## src/rtl/fp_pkg.sv

```systemverilog
// Shared single-precision constants, payload layout and converter state encoding.
// Also used by the iterative adder.
package fp_pkg;

  localparam int unsigned FP_BIAS      = 127;
  localparam int unsigned I2F_EXP_BASE = 158;
  localparam int unsigned EXP_W        = 8;
  localparam int unsigned FRAC_W       = 23;
  localparam int unsigned WORD_W       = 32;
  localparam int unsigned LZ_W         = 5;

  typedef struct packed {
    logic              sign;
    logic [EXP_W-1:0]  exp;
    logic [FRAC_W-1:0] frac;
  } fp32_t;

  typedef enum logic [1:0] {
    IDLE = 2'd0,
    NORM = 2'd1,
    PACK = 2'd2,
    DONE = 2'd3
  } conv_state_e;

endpackage

```

## src/rtl/fp_round_pack.sv

```systemverilog
// Packs a sign, leading-zero count and left-normalised magnitude into an IEEE-754 single.
// Macro I2F_RNE_EN selects round-to-nearest-even; otherwise the low bits are truncated.
module fp_round_pack
  import fp_pkg::*;
(
  input  logic              sign_i,
  input  logic [LZ_W-1:0]   lz_i,
  input  logic [WORD_W-1:0] mag_i,
  output logic [WORD_W-1:0] word_c
);

  logic [EXP_W-1:0]  exp_c;
  logic [FRAC_W-1:0] frac_c;
  fp32_t             fp_c;
  logic              unused_bits;

  // bit 31 is the implicit leading one; low byte only matters when rounding
  assign unused_bits = ^{mag_i[WORD_W-1], mag_i[7:0]};

`ifdef I2F_RNE_EN
  logic            round_up_c;
  logic [FRAC_W:0] frac_sum_c;
`endif

  always_comb begin
    exp_c  = EXP_W'(I2F_EXP_BASE - 32'(lz_i));
    frac_c = mag_i[WORD_W-2:8];
`ifdef I2F_RNE_EN
    round_up_c = mag_i[7] & ((|mag_i[6:0]) | mag_i[8]);
    frac_sum_c = {1'b0, frac_c} + (FRAC_W+1)'(round_up_c);
    frac_c     = frac_sum_c[FRAC_W-1:0];
    if (frac_sum_c[FRAC_W]) begin
      exp_c = exp_c + EXP_W'(1);
    end
`endif
    fp_c.sign = sign_i;
    fp_c.exp  = exp_c;
    fp_c.frac = frac_c;
    // zero has no normalised form and is always positive
    if (mag_i == '0) begin
      fp_c = '0;
    end
    word_c = fp_c;
  end

endmodule

```

## src/rtl/int_to_fp_conv.sv

```systemverilog
// Iterative 32-bit integer to single-precision converter, one normalising shift per clock.
// Rounding mode selected by macro I2F_RNE_EN (see fp_round_pack).
module int_to_fp_conv
  import fp_pkg::*;
#(
  parameter bit SIGNED = 1'b1
) (
  input  logic              clk,
  input  logic              rst,
  input  logic              in_valid,
  output logic              in_ready,
  input  logic [WORD_W-1:0] data_in,
  output logic              out_valid,
  input  logic              out_ready,
  output logic [WORD_W-1:0] Y
);

  conv_state_e       state_q, state_d;
  logic [WORD_W-1:0] mag_q, mag_d;
  logic [LZ_W-1:0]   lz_q, lz_d;
  logic              sign_q, sign_d;
  logic [WORD_W-1:0] y_q, y_d;
  logic              out_valid_q, out_valid_d;
  logic              in_sign_c;
  logic [WORD_W-1:0] in_mag_c;
  logic [WORD_W-1:0] word_c;

  assign in_sign_c = SIGNED & data_in[WORD_W-1];
  assign in_mag_c  = in_sign_c ? (~data_in + WORD_W'(1)) : data_in;

  fp_round_pack u_round_pack (
    .sign_i (sign_q),
    .lz_i   (lz_q),
    .mag_i  (mag_q),
    .word_c (word_c)
  );

  // State register
  always_ff @(posedge clk or posedge rst) begin
    if (rst) begin
      state_q <= IDLE;
    end else begin
      state_q <= state_d;
    end
  end

  // Next-state logic
  always_comb begin
    state_d = state_q;
    case (state_q)
      IDLE: if (in_valid) state_d = (in_mag_c == '0) ? PACK : NORM;
      NORM: if (mag_q[WORD_W-1]) state_d = PACK;
      PACK: state_d = DONE;
      DONE: if (out_ready) state_d = IDLE;
      default: state_d = IDLE;
    endcase
  end

  // Datapath next values
  always_comb begin
    mag_d       = mag_q;
    lz_d        = lz_q;
    sign_d      = sign_q;
    y_d         = y_q;
    out_valid_d = out_valid_q;
    case (state_q)
      IDLE: begin
        if (in_valid) begin
          sign_d = in_sign_c;
          mag_d  = in_mag_c;
          lz_d   = '0;
        end
      end
      NORM: begin
        if (!mag_q[WORD_W-1]) begin
          mag_d = {mag_q[WORD_W-2:0], 1'b0};
          lz_d  = lz_q + LZ_W'(1);
        end
      end
      PACK: begin
        y_d         = word_c;
        out_valid_d = 1'b1;
      end
      DONE: begin
        if (out_ready) out_valid_d = 1'b0;
      end
      default: ;
    endcase
  end

  always_ff @(posedge clk or posedge rst) begin
    if (rst) begin
      mag_q       <= '0;
      lz_q        <= '0;
      sign_q      <= 1'b0;
      y_q         <= '0;
      out_valid_q <= 1'b0;
    end else begin
      mag_q       <= mag_d;
      lz_q        <= lz_d;
      sign_q      <= sign_d;
      y_q         <= y_d;
      out_valid_q <= out_valid_d;
    end
  end

  // Output decode
  always_comb begin
    in_ready  = (state_q == IDLE);
    out_valid = out_valid_q;
    Y         = y_q;
  end

endmodule

```

## config.mk

```make
export PLATFORM = sky130hd
export DESIGN_NAME = int_to_fp_conv
export DESIGN_NICKNAME = d
export VERILOG_FILES = /design/src/rtl/fp_pkg.sv /design/src/rtl/fp_round_pack.sv /design/src/rtl/int_to_fp_conv.sv
export SDC_FILE = /design/constraint.sdc
export NUM_CORES = 1
export LEC_CHECK = 0
export ABC_AREA = 1
export CAP_MARGIN = 25
export CORE_ASPECT_RATIO = 0.8
export CORE_MARGIN = 3
export CORE_UTILIZATION = 40
export DETAILED_ROUTE_END_ITERATION = 6
export PLACE_DENSITY = 0.66
export SLEW_MARGIN = 20
export SYNTH_ARGS = -nofsm -noshare
export SYNTH_HDL_FRONTEND = slang
export SYNTH_SLANG_ARGS = --single-unit
```

## constraint.sdc

```tcl
create_clock -name clk -period 2.14 [get_ports clk]
set_input_delay 0.428 -clock clk [delete_from_list [all_inputs] [get_ports clk]]
set_output_delay 0.428 -clock clk [all_outputs]
set_load 0.005 [all_outputs]
```

======== After elaboration in Yosys (flattened, before gate mapping) ========
Index checks and enable logic that the tools add are counted.
word-level totals
  output and inout bits ................... 34
  word-level logic and storage cells ...... 43
  flip-flop bits (word level) ............. 73
cells by class
  muxes and demuxes ....................... 15
  bitwise gates (word level) .............. 1
  eq/ne operators ......................... 7
  add/subtract/negate cells ............... 3
  reduce and logical (&&, ||, !) cells .... 10
operators with widths
  operator                                                               count
  32-bit two-way mux                                                     4
  32-bit zero test                                                       2
  32-bit case mux with 2 select lines                                    1
  32-bit by 1-bit adder with 32-bit output, second input constant        1
  32-bit NOT                                                             1
  5-bit two-way mux                                                      2
  5-bit case mux with 2 select lines                                     1
  2-bit two-way mux                                                      4
  2-bit != test, second input constant                                   4
  2-bit case mux with 4 select lines                                     1
  8-bit by 5-bit subtractor with 8-bit output, first input constant      1
  2-bit AND reduction                                                    3
  3-bit AND reduction                                                    2
  5-bit by 1-bit adder with 5-bit output, second input constant          1
  2-bit equality test, second input constant                             2
  2-bit nonzero test                                                     2
  2-bit by 1-bit equality test with 1-bit output, second input constant  1
  2-bit zero test                                                        1
  1-bit case mux with 2 select lines                                     1
  1-bit two-way mux                                                      1

======== Depth between registers and ports, before layout ========
Gate-level depths: netlist of the first run.
  word-level depth ........................ 7
  gate-level depth with buffers ........... 16
  mapped depth without buffers ............ 16

======== Cells and area by module ========
From an unflattened synthesis of the first run, not the netlist that was laid out.
second synthesis, totals
  cells, all modules ...................... 694
  area total of the unflattened synthesis .. 4,723.3 um2
by module, submodules not included
  module          seq. area each (um2)  cells an instance  instances  area an instance (um2)
  int_to_fp_conv  1,826.8               619                1          4,394.2
  fp_round_pack   0.0                   75                 1          329.1

======== Least setup slack after synthesis of the first run ========
OpenSTA, ideal clock, no wires.
  path kind ............................... input to register
  start point ............................. input port data_in[0]
  end point ............................... register state_q[0]
  required time ........................... 2,023 ps
  setup time .............................. 117 ps
  path slack .............................. 287 ps
  cell stages on the path ................. 15
  data arrival time ....................... 1,736 ps
  path through ............................ inv_1 ha_1 nand2_2 nor2_8 nand2_2 nand2_2 nand2_2 nand2_2 nand2_2 nor2_2 nand2_1 nor2_2 nand3_2 nand2_1 nand2_1
on the way
  longest elaborated chain between the ends .. 7
RTL lines
  element                                   RTL line              source
  from (decl)                               int_to_fp_conv.sv:12  input logic [WORD_W-1:0] data_in,
  32-bit NOT                                int_to_fp_conv.sv:29  assign in_mag_c = in_sign_c ? (~data_in + WORD_W'(1)) : data_in;
  32-bit by 1-bit adder with 32-bit output  int_to_fp_conv.sv:29
  32-bit two-way mux *                      int_to_fp_conv.sv:29
  32-bit zero test *                        int_to_fp_conv.sv:51  IDLE: if (in_valid) state_d = (in_mag_c == '0) ? PACK : NORM;
  2-bit two-way mux * (2 in series)         int_to_fp_conv.sv:51
  2-bit case mux with 4 select lines *      int_to_fp_conv.sv:50  case (state_q)
  to (signal assigned)                      int_to_fp_conv.sv:43  state_q <= state_d;
  to (decl)                                 int_to_fp_conv.sv:18  conv_state_e state_q, state_d;
Mark *: on every way between the ends. The rest lies on a longest branch, timed or not. The select of a mux whose other input is x is not followed.
A chain may end at the register's enable or synchronous reset.

======== Worst setup path in the final report of the first run ========
  start point ............................. register state_q[1]
  end point ............................... output port in_ready
on the way
  longest elaborated chain between the ends .. 1
RTL lines
  element          RTL line               source
  2-bit zero test  int_to_fp_conv.sv:109  in_ready = (state_q == IDLE);
  to (decl)        int_to_fp_conv.sv:11   output logic in_ready,
No other way between the ends.

==> qor.yml, run 1 <==
grt_pass1_vias: 4677
initialDrtViolationCount: 387
drt_first_pass_iters: 5
antenna_found_initial: 0
postRouteAntennaNets: 0
yosysTopAreaCell: "dfrtp_1"
routabilityCongestion: 0.916
timing.hold.ws_ps: 470
viasPerCell: 5.08
ctsRootBufferMaster: "clkbuf_16"
synth-seq-cells: 73
grt_max_degree: 74
synthCells: 642
final_max_slew_viol_count: 0
powerDensity_mw_per_mm2: 1160
maxCapViolations: 0
io-pin-count: 70
dp_hpwl_mm: 10.2
synth_top_area_share: 0.409
fillers: 956
hold_path.class: "reg2reg"
crit_chain: "inv_1 -> ha_4 -> clkdlybuf4s50_1"
via_count: 4792
cp_data_required_time_ps: 1710
numClockSinks: 73
tritoncts: "yes"
port_buffers: 69
critPathMaxFanout: 4
clock_tree.htree_level_count: 3
rows: 33
synth_cell_types: 35
cts_hold_buf: 0
synth_area_per_cell_um2: 6.97
finalWirelength_mm: 13.5
cp-end-kind: "output port"
slowest_delay_ps: 500
cpLargestDelayFamily: "buffers and inverters"
fmax_ghz: 0.503
gr-total-overflow: 0
grt_pass1_wl_mm: 22.5
clkLatencyLatePin_ps: 330
synthToLayoutAreaGrowth_pct: 46.8
status: "finished, final reports clean"
n_antenna_cell: 0
cpMaxStageDelayCell: "clkdlybuf4s50_1"
ys_seq_area_frac: 0.409
rsz0062_at_grt: "no"
die_w_um: 124
path_buf_inv: 2
total_leakage_power_uw: 0.00339
layout_common_cells: "208 x nand2_1, 95 x buf_4, 73 x dfrtp_1, 52 x inv_1, 50 x nor2_1"
fin_ws_ps: 154
routedWlPerCell_um: 14.3
nNetsFinal: 840
start_util: 0.423
dp_slack_ps: -409
hold_viol_final: 0
ys_warn_count: 0
syn_nets: 684
syn_area_mm2: 0.00447
synthTopCellsByArea: "dfrtp_1 41%, nand2_1 18%, nor2_1 6.1%"
path_clk_slew_ps: 60
setup_viol: 0
fp.coreArea_mm2: 0.0106
die_h_um: 101
cts_buffer_depth: 2
ir_drop_v: 0.000862
slew-limit-headroom: 0.594
drc: 0
die_area_mm2: 0.0125
worst_pin_slew_ps: 603
grt_usage: 0.220
final_common_cell: "nand2_1"
start_kind: "register"
skew_ps: 6.19
worstSetupPathType: "reg2out"
critPathArrivalTime_ps: 1560
finalPower_uw: 7640
final_util: 0.621
fin_setup_tns_ps: 0
period_share: 0.928
numCtsBuffers: 9
drive_gt1_frac: 0.232
min_period_ps: 1990
-- layout make-up --
| class | count | area, um2 | area share |
|---|---|---|---|
| Multi-Input combinational cell | 487 | 2450 | 0.374 |
| Clock inverter | 5 | 77.6 | 0.0118 |
| Timing Repair Buffer | 169 | 1560 | 0.237 |
| Clock buffer | 11 | 253 | 0.0385 |
| Tap cell | 140 | 175 | 0.0267 |
| Inverter | 58 | 221 | 0.0337 |
| Sequential cell | 73 | 1830 | 0.278 |
-- logic make-up (layout without fill, tap and decap cells) --
| family | Yosys count | after routing | synth area share |
|---|---|---|---|
| and+or+nand+nor | 373 | 373 | 0.358 |
| AOI/OAI and AO/OA | 102 | 102 | 0.133 |
| buffers and inverters | 82 | 243 | 0.0719 |
| DFF | 73 | 73 | 0.409 |
| adders and majority gates | 6 | 6 | 0.0168 |
| xor gates and xnor gates | 6 | 6 | 0.0118 |
-- sequential cells by signal, summed over array words and instances, names as in the netlist --
signal	count
Y	32
sign_q	1
out_valid	1
lz_q	5
state_q	2
mag_q	32
-- metrics by stage --
stage / instances / area (um2)
floorplan: 642 / 4480
global placement: 926 / 6040
detailed placement: 926 / 6040
CTS: 942 / 6390
global route: 943 / 6570
finish: 943 / 6570
-- power by group --
part	total (uW)	internal, uW	switching [uW]
Sequential	2540	2040	491
Combinational	3470	1610	1870
Clock	1630	1080	550
-- tightest hold or removal path, delay by kind of cell (launching register included) --
| kind | cells | cell delay [ps] |
|---|---|---|
| flops | 1 | 340 |
| simple gates | 2 | 100 |
-- path summary, 6_finish.rpt --
check / start / cells after the start / endpoint / slack (ps)
max: state_q[1]$_DFFE_PP0P_ / 3 / in_ready / 150
min: Y[7]$_DFFE_PP0P_ / 2 / Y[7]$_DFFE_PP0P_ / 470
max reg2reg: state_q[1]$_DFFE_PP0P_ / 9 / mag_q[2]$_DFFE_PP0P_ / 170
min reg2reg: Y[7]$_DFFE_PP0P_ / 2 / Y[7]$_DFFE_PP0P_ / 470
max in group asynchronous: rst / 3 / mag_q[4]$_DFFE_PP0P_ / 1280
min in group asynchronous: rst / 3 / Y[14]$_DFFE_PP0P_ / 560
-- synth_stat cells (all sizes together) --
library cell / n
a21oi: 34
clkbuf: 16
nand3b: 6
buf: 8
o31ai: 4
nand2: 232
or2: 2
nor3: 3
nand3: 38
o2bb2ai: 1
o22ai: 4
o21ai: 36
dfrtp: 73
nor4: 7
xor2: 4
o21bai: 2
o221ai: 1
xnor2: 2
a22oi: 19
nor2: 83
o41ai: 1
nand4: 2
inv: 58
ha: 6
-- per-layer routing --
metal	vias to the layer above	wire, um	GRT usage
li1	2387	-	-
met1	2263	6440	0.308
met2	126	6200	0.359
met3	16	705	0.0376
met4	0	136	0.0505
met5	-	0	0
-- what timing repair did --
item | 4_1_cts | 5_1_grt
setup endpoints to repair | 2 | 3
setup buffers | 0 | 1
endpoints found under the hold margin | 0 | 0
pin swaps | 1 | 15
resized for setup | 3 | 66
(Power assumes the default switching activity.)
==> run 2: changes to the inputs <==
--- a/config.mk
+++ b/config.mk
@@ -12,6 +12,7 @@
 export CORE_UTILIZATION = 40
 export DETAILED_ROUTE_END_ITERATION = 6
 export PLACE_DENSITY = 0.66
+export REMOVE_ABC_BUFFERS = 1
 export SLEW_MARGIN = 20
 export SYNTH_ARGS = -nofsm -noshare
 export SYNTH_HDL_FRONTEND = slang
==> qor.yml, run 2 (synthesis gave the netlist of run 1 again) <==
timing.hold.ws_ps: 470  # -0.306 ps
fillers: 980  # +2.5%
finalWirelength_mm: 13.4  # -0.21%
rrSetupSlack_ps: 200  # +30 ps
start_util: 0.423  # unchanged
port_buffers: 69  # unchanged
drive_gt1_frac: 0.252  # +0.0205
rr_worst_depth: 15  # +6
crit_end: "in_ready"
antenna_found_initial: 0  # unchanged
n_antenna_cell: 0  # unchanged
fp.coreArea_mm2: 0.0106  # unchanged
numCtsBuffers: 9  # unchanged
fmax_ghz: 0.505  # +0.39%
die_area_mm2: 0.0125  # unchanged
hold_path.class: "reg2reg"
period_share: 0.925  # -0.00364
register_area_mm2: 0.00183  # unchanged
maxCapViolations: 0  # unchanged
tritoncts: "yes"
viasPerCell: 5.09  # +0.11%
rsz0062_at_grt: "no"
start_kind: "register"
drt_first_pass_iters: 5  # unchanged
nNetsFinal: 846  # +0.71%
worst_pin_slew_ps: 488  # -116 ps
finalPower_uw: 7780  # +1.8%
critPathMaxFanout: 4  # unchanged
die_h_um: 101  # unchanged
final_common_cell: "nand2_1"
grt_max_degree: 74  # unchanged
rows: 33  # unchanged
die_w_um: 124  # unchanged
hold_viol_final: 0  # unchanged
synthToLayoutAreaGrowth_pct: 49.9
status: "finished, final reports clean"
clkLatencyLatePin_ps: 340  # about the same
grt_pass1_vias: 4753  # +1.6%
grt_pass1_wl_mm: 22.6  # +0.68%
slew-limit-headroom: 0.672  # +0.0778
total_leakage_power_uw: 0.00347  # +2.6%
final_util: 0.634  # +0.0131
path_clk_slew_ps: 60  # about the same
powerDensity_mw_per_mm2: 1160  # -0.30%
cts_hold_buf: 0  # unchanged
fin_setup_tns_ps: 0  # unchanged
dp_hpwl_mm: 10.2  # -0.70%
final_max_slew_viol_count: 0  # unchanged
skew_ps: 5.82  # -0.364 ps
crit_start: "state_q[0]$_DFFE_PP0P_"
grt_usage: 0.222  # +0.00211
initialDrtViolationCount: 420  # +8.5%
critPathArrivalTime_ps: 1550  # about the same
multi_input_comb_area_mm2: 0.00253  # +3.0%
routedWlPerCell_um: 14.2  # -0.84%
reg2reg_to: "state_q[0]$_DFFE_PP0P_"
layout_common_cells: "203 x nand2_1, 100 x buf_4, 73 x dfrtp_1, 50 x inv_1, 45 x nor2_1"
ir_drop_v: 0.000782  # -9.2%
drc: 0  # unchanged
cp_data_required_time_ps: 1710  # about the same
worstReg2RegStart: "state_q[0]$_DFFE_PP0P_"
setup_viol: 0  # unchanged
ctsRootBufferMaster: "clkbuf_16"
gr-total-overflow: 0  # unchanged
clock_tree.htree_level_count: 3  # unchanged
via_count: 4828  # +0.75%
worstSetupPathType: "reg2out"
io-pin-count: 70  # unchanged
postRouteAntennaNets: 0  # unchanged
min_period_ps: 1980  # -7.79 ps
cts_buffer_depth: 2  # unchanged
numClockSinks: 73  # unchanged
cp-end-kind: "output port"
routabilityCongestion: 0.904  # -1.2%
## run 2: critical path: stages (launching register included)
cell and delay, ps:
dfrtp_1 420, inv_2 110, ha_4 170, clkdlybuf4s50_1 510
## run 2: area by class of cell
cell class / count / share of cell area
multi-input combinational: 487 / 0.377
clock buffer: 10 / 0.0356
timing repair buffer: 175 / 0.241
clock inverter: 6 / 0.0157
tap: 140 / 0.0261
inverter: 58 / 0.0325
sequential: 73 / 0.272
## run 2: worst min-delay path by stage
stage	start	end	slack (ps)	cells after the start
after floorplan	sign_q$_DFFE_PP0P_	sign_q$_DFFE_PP0P_	450	2
after global placement	Y[10]$_DFFE_PP0P_	Y[10]$_DFFE_PP0P_	450	2
after detailed placement	Y[8]$_DFFE_PP0P_	Y[8]$_DFFE_PP0P_	460	2
after CTS	Y[8]$_DFFE_PP0P_	Y[8]$_DFFE_PP0P_	470	2
after global routing	Y[29]$_DFFE_PP0P_	Y[29]$_DFFE_PP0P_	500	2
final	Y[8]$_DFFE_PP0P_	Y[8]$_DFFE_PP0P_	470	2
## run 2: report_power, final
group	total, uW	switching, uW	internal (uW)
registers	2520	479	2040
clock network	1730	565	1160
logic	3530	1870	1650
## run 2: per-layer routing
metal  vias up  track usage  share of wire
met2       134        0.346           0.46
met1      2278        0.318           0.47
met5         -            0              0
li1       2399            -              -
met3        17       0.0498          0.061
met4         0       0.0497          0.012
## run 2: timing repair
item                       CTS  global route
pin swaps                    1            34
buffers inserted             0             5
setup endpoints to repair    2            13
gates resized for setup      8            87
## run 2: per-stage QoR
stage	instance area (um2)	setup slack, ps	instances
2_1_floorplan	4370	-743	618
3_3_place_gp	6050	-393	928
3_5_place_dp	6050	-434	928
4_1_cts	6430	7.94	944
5_1_grt	6710	2.55	949
6_report	6710	161	949
